--- src/rtl/comp_bist.sv ---
// comp_bist: exhaustive 4-bit comparator self-test; sweeps all 256 A/B pairs
// and records the error count and the first failing pair.
module comp_bist #(
  parameter int SETTLE = 1
) (
  input  logic       CLK,
  input  logic       RST,
  input  logic       start,
  input  logic       abort,
  output logic [3:0] A,
  output logic [3:0] B,
  output logic       comp_rst,
  input  logic       ag,
  input  logic       bg,
  input  logic       eq,
  output logic       busy,
  output logic       done,
  output logic       pass,
  output logic [8:0] err_cnt,
  output logic [3:0] fail_a,
  output logic [3:0] fail_b
);
  typedef enum logic [2:0] {IDLE, DRIVE, WAIT, SAMPLE, DONE} state_t;
  localparam logic [3:0] SETTLE_M1 = 4'(SETTLE - 1);
  state_t     r_state, w_next;
  logic [7:0] r_idx;
  logic [3:0] r_cnt, r_a, r_b, r_fa, r_fb;
  logic [8:0] r_err;
  logic       r_pass;
  logic       w_run, w_abort, w_miss;
  assign w_run   = r_state inside {DRIVE, WAIT, SAMPLE};
  assign w_abort = w_run && abort;
  // any flag off its ideal value, so stuck or non-one-hot flags all count
  assign w_miss  = (ag != (r_a > r_b)) || (bg != (r_b > r_a)) || (eq != (r_a == r_b));
  always_comb begin
    w_next = r_state;
    case (r_state)
      IDLE:    w_next = start ? DRIVE : IDLE;
      DRIVE:   w_next = (SETTLE == 0) ? SAMPLE : WAIT;
      WAIT:    w_next = (r_cnt == 4'd0) ? SAMPLE : WAIT;
      SAMPLE:  w_next = (r_idx == 8'hff) ? DONE : DRIVE;
      default: w_next = IDLE;
    endcase
    if (w_abort) w_next = IDLE;
  end
  always_ff @(posedge CLK or negedge RST) begin
    if (!RST) r_state <= IDLE;
    else r_state <= w_next;
  end
  always_ff @(posedge CLK or negedge RST) begin
    if (!RST) begin
      r_idx  <= '0;
      r_cnt  <= '0;
      r_a    <= '0;
      r_b    <= '0;
      r_fa   <= '0;
      r_fb   <= '0;
      r_err  <= '0;
      r_pass <= 1'b0;
    end else if (w_abort) begin
      r_a    <= '0;
      r_b    <= '0;
      r_pass <= 1'b0;
    end else begin
      case (r_state)
        IDLE: if (start) begin
          r_idx  <= '0;
          r_err  <= '0;
          r_fa   <= '0;
          r_fb   <= '0;
          r_pass <= 1'b0;
        end
        DRIVE: begin
          r_a   <= r_idx[7:4];
          r_b   <= r_idx[3:0];
          r_cnt <= SETTLE_M1;
        end
        WAIT: r_cnt <= r_cnt - 4'd1;
        SAMPLE: begin
          r_idx <= r_idx + 8'd1;
          if (w_miss) begin
            r_err <= r_err + 9'd1;
            if (r_err == 9'd0) begin
              r_fa <= r_a;
              r_fb <= r_b;
            end
          end
        end
        DONE: r_pass <= (r_err == 9'd0);
        default: ;
      endcase
    end
  end
  assign A        = r_a;
  assign B        = r_b;
  assign comp_rst = (r_state != IDLE);
  assign busy     = w_run;
  assign done     = (r_state == DONE);
  assign pass     = r_pass;
  assign err_cnt  = r_err;
  assign fail_a   = r_fa;
  assign fail_b   = r_fb;
endmodule
--- config.mk ---
export PLATFORM = sky130hd
export DESIGN_NAME = comp_bist
export DESIGN_NICKNAME = d
export VERILOG_FILES = /design/src/rtl/comp_bist.sv
export SDC_FILE = /design/constraint.sdc
export NUM_CORES = 1
export LEC_CHECK = 0
export ABC_CLOCK_PERIOD_IN_PS = 2500
export CORE_MARGIN = 10
export CORE_UTILIZATION = 54
export CTS_BUF_LIST = sky130_fd_sc_hd__clkbuf_16
export DETAILED_ROUTE_END_ITERATION = 7
export PLACE_DENSITY = 0.8
export SYNTH_ARGS = -nofsm -noshare
export SYNTH_HDL_FRONTEND = slang
export SYNTH_SLANG_ARGS = --single-unit
--- constraint.sdc ---
create_clock -name CLK -period 2.5 [get_ports CLK]
set_input_delay 0.375 -clock CLK [delete_from_list [all_inputs] [get_ports CLK]]
set_output_delay 0.375 -clock CLK [all_outputs]
set_load 0.01 [all_outputs]
Yosys cells after proc, flatten, opt, wreduce, memory -nomap -nowiden
Index checks and enable logic that the tools add are counted.
{ "totals": {"wordCells": 70, "reg_bits": 41, "out_inout_bits": 29} }
{ "op_classes": {"muxes": 25, "n_addsub": 3, "n_reduce_logical": 17, "n_bitwise": 1, "eq_ne": 13, "n_lt_le_gt_ge": 2} }
{ "op_table": {"columns": ["op", "count"], "rows": [
  ["$mux 4", 9],
  ["$pmux 4 s2", 3],
  ["$mux 9", 2],
  ["$pmux 9 s2", 1],
  ["$pmux 8 s2", 1],
  ["$pmux 3 s4", 1],
  ["$add 9x1->9 const B", 1],
  ["$logic_not 9->1", 1],
  ["$reduce_bool 3->1", 3],
  ["$add 8x1->8 const B", 1],
  ["$eq 8x8->1 const B", 1],
  ["$gt 4x4->1", 2],
  ["$mux 8", 1],
  ["$eq 3x2->1 const B", 2],
  ["$mux 3", 2],
  ["$reduce_bool 2->1", 3],
  ["$reduce_and 5->1", 1],
  ["$eq 4x4->1", 1],
  ["$logic_not 4->1", 1],
  ["$mux 1", 4],
  ["$ne 2x2->1 const B", 2],
  ["$reduce_and 2->1", 2],
  ["$reduce_and 4->1", 1],
  ["$sub 4x1->4 const B", 1],
  ["11 further kinds", 14]
]} }

Longest topological paths before layout
{ "depth": {"word_depth": 6, "depth_mapped": 9} }

Least setup slack after synthesis
Ideal clock, no wire load.
{ "synth_path": {"path_type": "register to register", "from": "register r_a[1], in the netlist A[1]", "to": "register r_err[8], in the netlist err_cnt[8]", "setup_slack_ns": 0.254, "arrival_time_ns": 2.115, "period_less_slack_ns": 2.246, "path_stages_with_launch": 10, "path_cell_list": "dfrtp_1 > inv_1 > ha_1 > nor2b_1 > o211ai_1 > a21boi_0 > xnor2_1 > clkbuf_1 > a211oi_1 > mux2i_1"} }
{ "synth_via": {"elab_chain_len": 6} }
{ "synth_rtl": {"columns": ["item", "line", "rtl"], "rows": [
  ["start, declared", "27", "logic [3:0] r_cnt, r_a, r_b, r_fa, r_fb;"],
  ["start signal, assigned", "74", "r_a <= r_idx[7:4];"],
  ["$gt 4x4->1", "34", "assign w_miss = (ag != (r_a > r_b)) || (bg != (r_b > r_a)) || (eq != (r_a == r_b));"],
  ["$ne 1x1->1", "34", null],
  ["$logic_or 1x1->1", "34", null],
  ["$logic_or 1x1->1 (*)", "34", null],
  ["$ne 2x2->1 (no line) (*)", null, null],
  ["$reduce_and 4->1 (no line) (*)", null, null],
  ["end signal, assigned", "82", "r_err <= r_err + 9'd1;"],
  ["end, declared", "28", "logic [8:0] r_err;"]
]} }
Every way passes the cells marked *; elsewhere a longest branch is shown, timed or not.
A chain may end at the register's enable or synchronous reset.

Final worst setup path
Same ends and word-level chain as after synthesis.

==> flow_summary.toml <==
[outcome]
run_status = "finished, final reports clean"

[setup_path]
cp_slowest_cell = "dfrtp_1"
crit_required_ps = 2700
reg2reg_depth = 9
endpoint_kind = "flop"
path_class = "reg2reg"
critPathMaxFanout = 10
slowest_delay_ps = 380
arrival_ps = 2530
path_cells = "inv_1 -> ha_1 -> nor2b_1 -> o211ai_1 -> a21boi_0 -> xnor2_1 -> buf_4 -> a211oi_1 -> mux2i_1"
critPathLaunchType = "flop"

[sta]
fin_setup_tns_ps = 0
period_minus_slack_ps = 2331
final_max_slew_viol_count = 0
worst_slew_pin_slew_ps = 886.5
post-route-worst-setup-slack_ps = 168.6
grt_setup_unrepaired = "no"
finalCritPeriodShare = 0.9325
slew_headroom = 0.4090
hold_viol = 0
clock-skew-final_ps = 6.014
setup_viol = 0
timing.fmax_mhz = 428.9

[die]
die_area_mm2 = 0.007338
die_h_um = 85.67
design.portCount = 36
start_util = 0.5698
num_rows = 23
die_w_um = 85.67
core_mm2 = 0.004086

[final_layout]
final_core_util = 0.7064
antenna_cells = 0
fin_nets = 314
layout-drive-gt1-share = 0.08000
final_cell_mix = "nand2_1, dfrtp_1, clkdlybuf4s50_1"
final_common_cell = "nand2_1"
final_cells = 350
final_cell_area_mm2 = 0.002887
syn_to_final_growth_pct = 23.97

[route]
ant_nets = 0
drcViolationCount = 0
viasPerCell = 5.640
drt_iter0_markers = 124
vias = 1974
route.detailed.wl_per_inst_um = 15.28
wl_mm = 5.347
firstDrtPassIters = 4

[synthesis]
synth.cell_area_mm2 = 0.002328
syn_nets = 275
synthCells = 260
yosys_warnings = 0
synth-seq-area-share = 0.4406
synth.ff_latch_count = 41
synthDistinctLibCells = 41
avgSynthCellArea_um2 = 8.956

[power_and_ir_drop]
p_per_area_mw_per_mm2 = 751.6
vdd_drop_max_mv = 0.4557
p_leak_nw = 1.257

[clock_tree]
cts.clk_slew.worst_paths_ps = 60
clock_sinks = 41
hold_buffers = 0
postCtsSetupBuffers = 0
cts_buffers = 5
cts_resized = 0
cts_tree = "done"
cts-root-buf = "clkbuf_16"
cts_buffer_depth = 2
clock_latency_ps = 280
htree_levels = 2

[global_routing]
grt_max_degree = 42
grt_pass1_wl_mm = 9.052
antenna_found_initial = 0
gr-total-overflow = 0
grt_pass1_vias = 1922
track_usage = 0.1454

[hold_path]
hold_class = "in2async"

[placement]
pre_cts_slack_ps = 180.9
gp_congestion = 0.8491
place.port_buffers = 35
place_hpwl_mm = 3.900
place_inst = 342
placed_cell_area_mm2 = 0.002749

[flow_run]
cap_violations = 0
==> cell type report <==
class                   instances  area, µm²
clock buffers                   5      125.1
clock inverters                 3      12.51
fillers                       329       1200
inverters                      18      67.56
multi-input cells             189       1180
flip-flops and latches         41       1026
well taps                      50      62.56
repair buffers                 44      412.9
==> layer usage <==
metal,wire length [µm],vias up,GRT usage
met2,2488,65,0.2411
met5,0,-,0
met1,2382,920,0.1781
met4,68,0,0.04042
met3,407,8,0.04352
li1,-,981,-
==> logic make-up after synthesis <==
group | synth area share
and+or+nand+nor | 0.2063
buffers and inverters | 0.05266
adders and majority gates | 0.04299
xor gates and xnor gates | 0.02633
DFF | 0.4406
muxes | 0.06555
AOI/OAI and AO/OA | 0.1655
==> per-stage QoR <==
| stage | total power [mW] | hold WS, ps |
|---|---|---|
| 2_1_floorplan | 1.345 | 79.41 |
| 3_3_place_gp | 1.559 | 503.9 |
| 3_5_place_dp | 1.584 | 516.1 |
| 4_1_cts | 2.186 | 267.5 |
| 5_1_grt | 2.305 | 325.0 |
| 6_report | 2.170 | 220.5 |
==> state kept, by name (all words and copies together) (netlist names) <==
| register | count |
|---|---|
| A | 4 |
| err_cnt | 9 |
| r_idx | 8 |
| B | 4 |
| r_state | 3 |
| fail_a | 4 |
| pass | 1 |
| fail_b | 4 |
| r_cnt | 4 |
==> worst max-delay path: cells and delay by family (launching register included) <==
family | cells | cell delay [ps]
xor+xnor | 1 | 220
flops | 1 | 380
mux | 1 | 220
compound gates | 3 | 700
fa+ha+maj | 1 | 310
simple gates | 1 | 140
buf+inv | 2 | 280
==> path summary, 6_finish.rpt <==
check / start / to / slack [ps]
max: A[1] / err_cnt[8] / 170
min: RST / r_cnt[1] / 220
max reg2reg: A[1] / err_cnt[8] / 170
min reg2reg: fail_b[0] / fail_b[0] / 520
max in group asynchronous: RST / r_state[1] / 1720
min in group CLK: fail_b[0] / fail_b[0] / 520
==> cell usage after synthesis, drive strengths merged <==
| cell type | n | area (µm²) |
|---|---|---|
| nand2 | 42 | 157.7 |
| dfrtp | 41 | 1026 |
| a21oi | 23 | 126.4 |
| o21ai | 22 | 121.4 |
| inv | 18 | 67.56 |
| nor2 | 14 | 55.06 |
| mux2i | 13 | 130.1 |
| clkbuf | 8 | 30.03 |
| ha | 8 | 100.1 |
| nand4 | 7 | 58.81 |
| nand3 | 6 | 30.03 |
| nor3 | 6 | 30.03 |
| nor2b | 5 | 31.28 |
| xor2 | 5 | 43.79 |
| a2bb2oi | 4 | 35.03 |
| buf | 4 | 25.02 |
| nand2b | 4 | 25.02 |
| a2111o | 3 | 33.78 |
| and2 | 3 | 18.77 |
| nor4 | 3 | 18.77 |
| or3 | 3 | 18.77 |
| a22o | 2 | 17.52 |
| and3 | 2 | 12.51 |
| mux2 | 2 | 22.52 |
| or2 | 2 | 15.02 |
| xnor2 | 2 | 17.52 |
| a211oi | 1 | 7.510 |
| a21boi | 1 | 7.510 |
| a21o | 1 | 7.510 |
| nor4b | 1 | 8.760 |
| o211ai | 1 | 7.510 |
| o21bai | 1 | 7.510 |
| o22ai | 1 | 6.260 |
| o31ai | 1 | 7.510 |
==> report_power, final <==
part | internal [mW] | leakage (nW) | switching, mW
Combinational | 0.313 | 0.623 | 0.456
Clock | 0.360 | 0.0687 | 0.237
Sequential | 0.729 | 0.565 | 0.0735
Note: power is estimated with default switching activity, not from simulation.
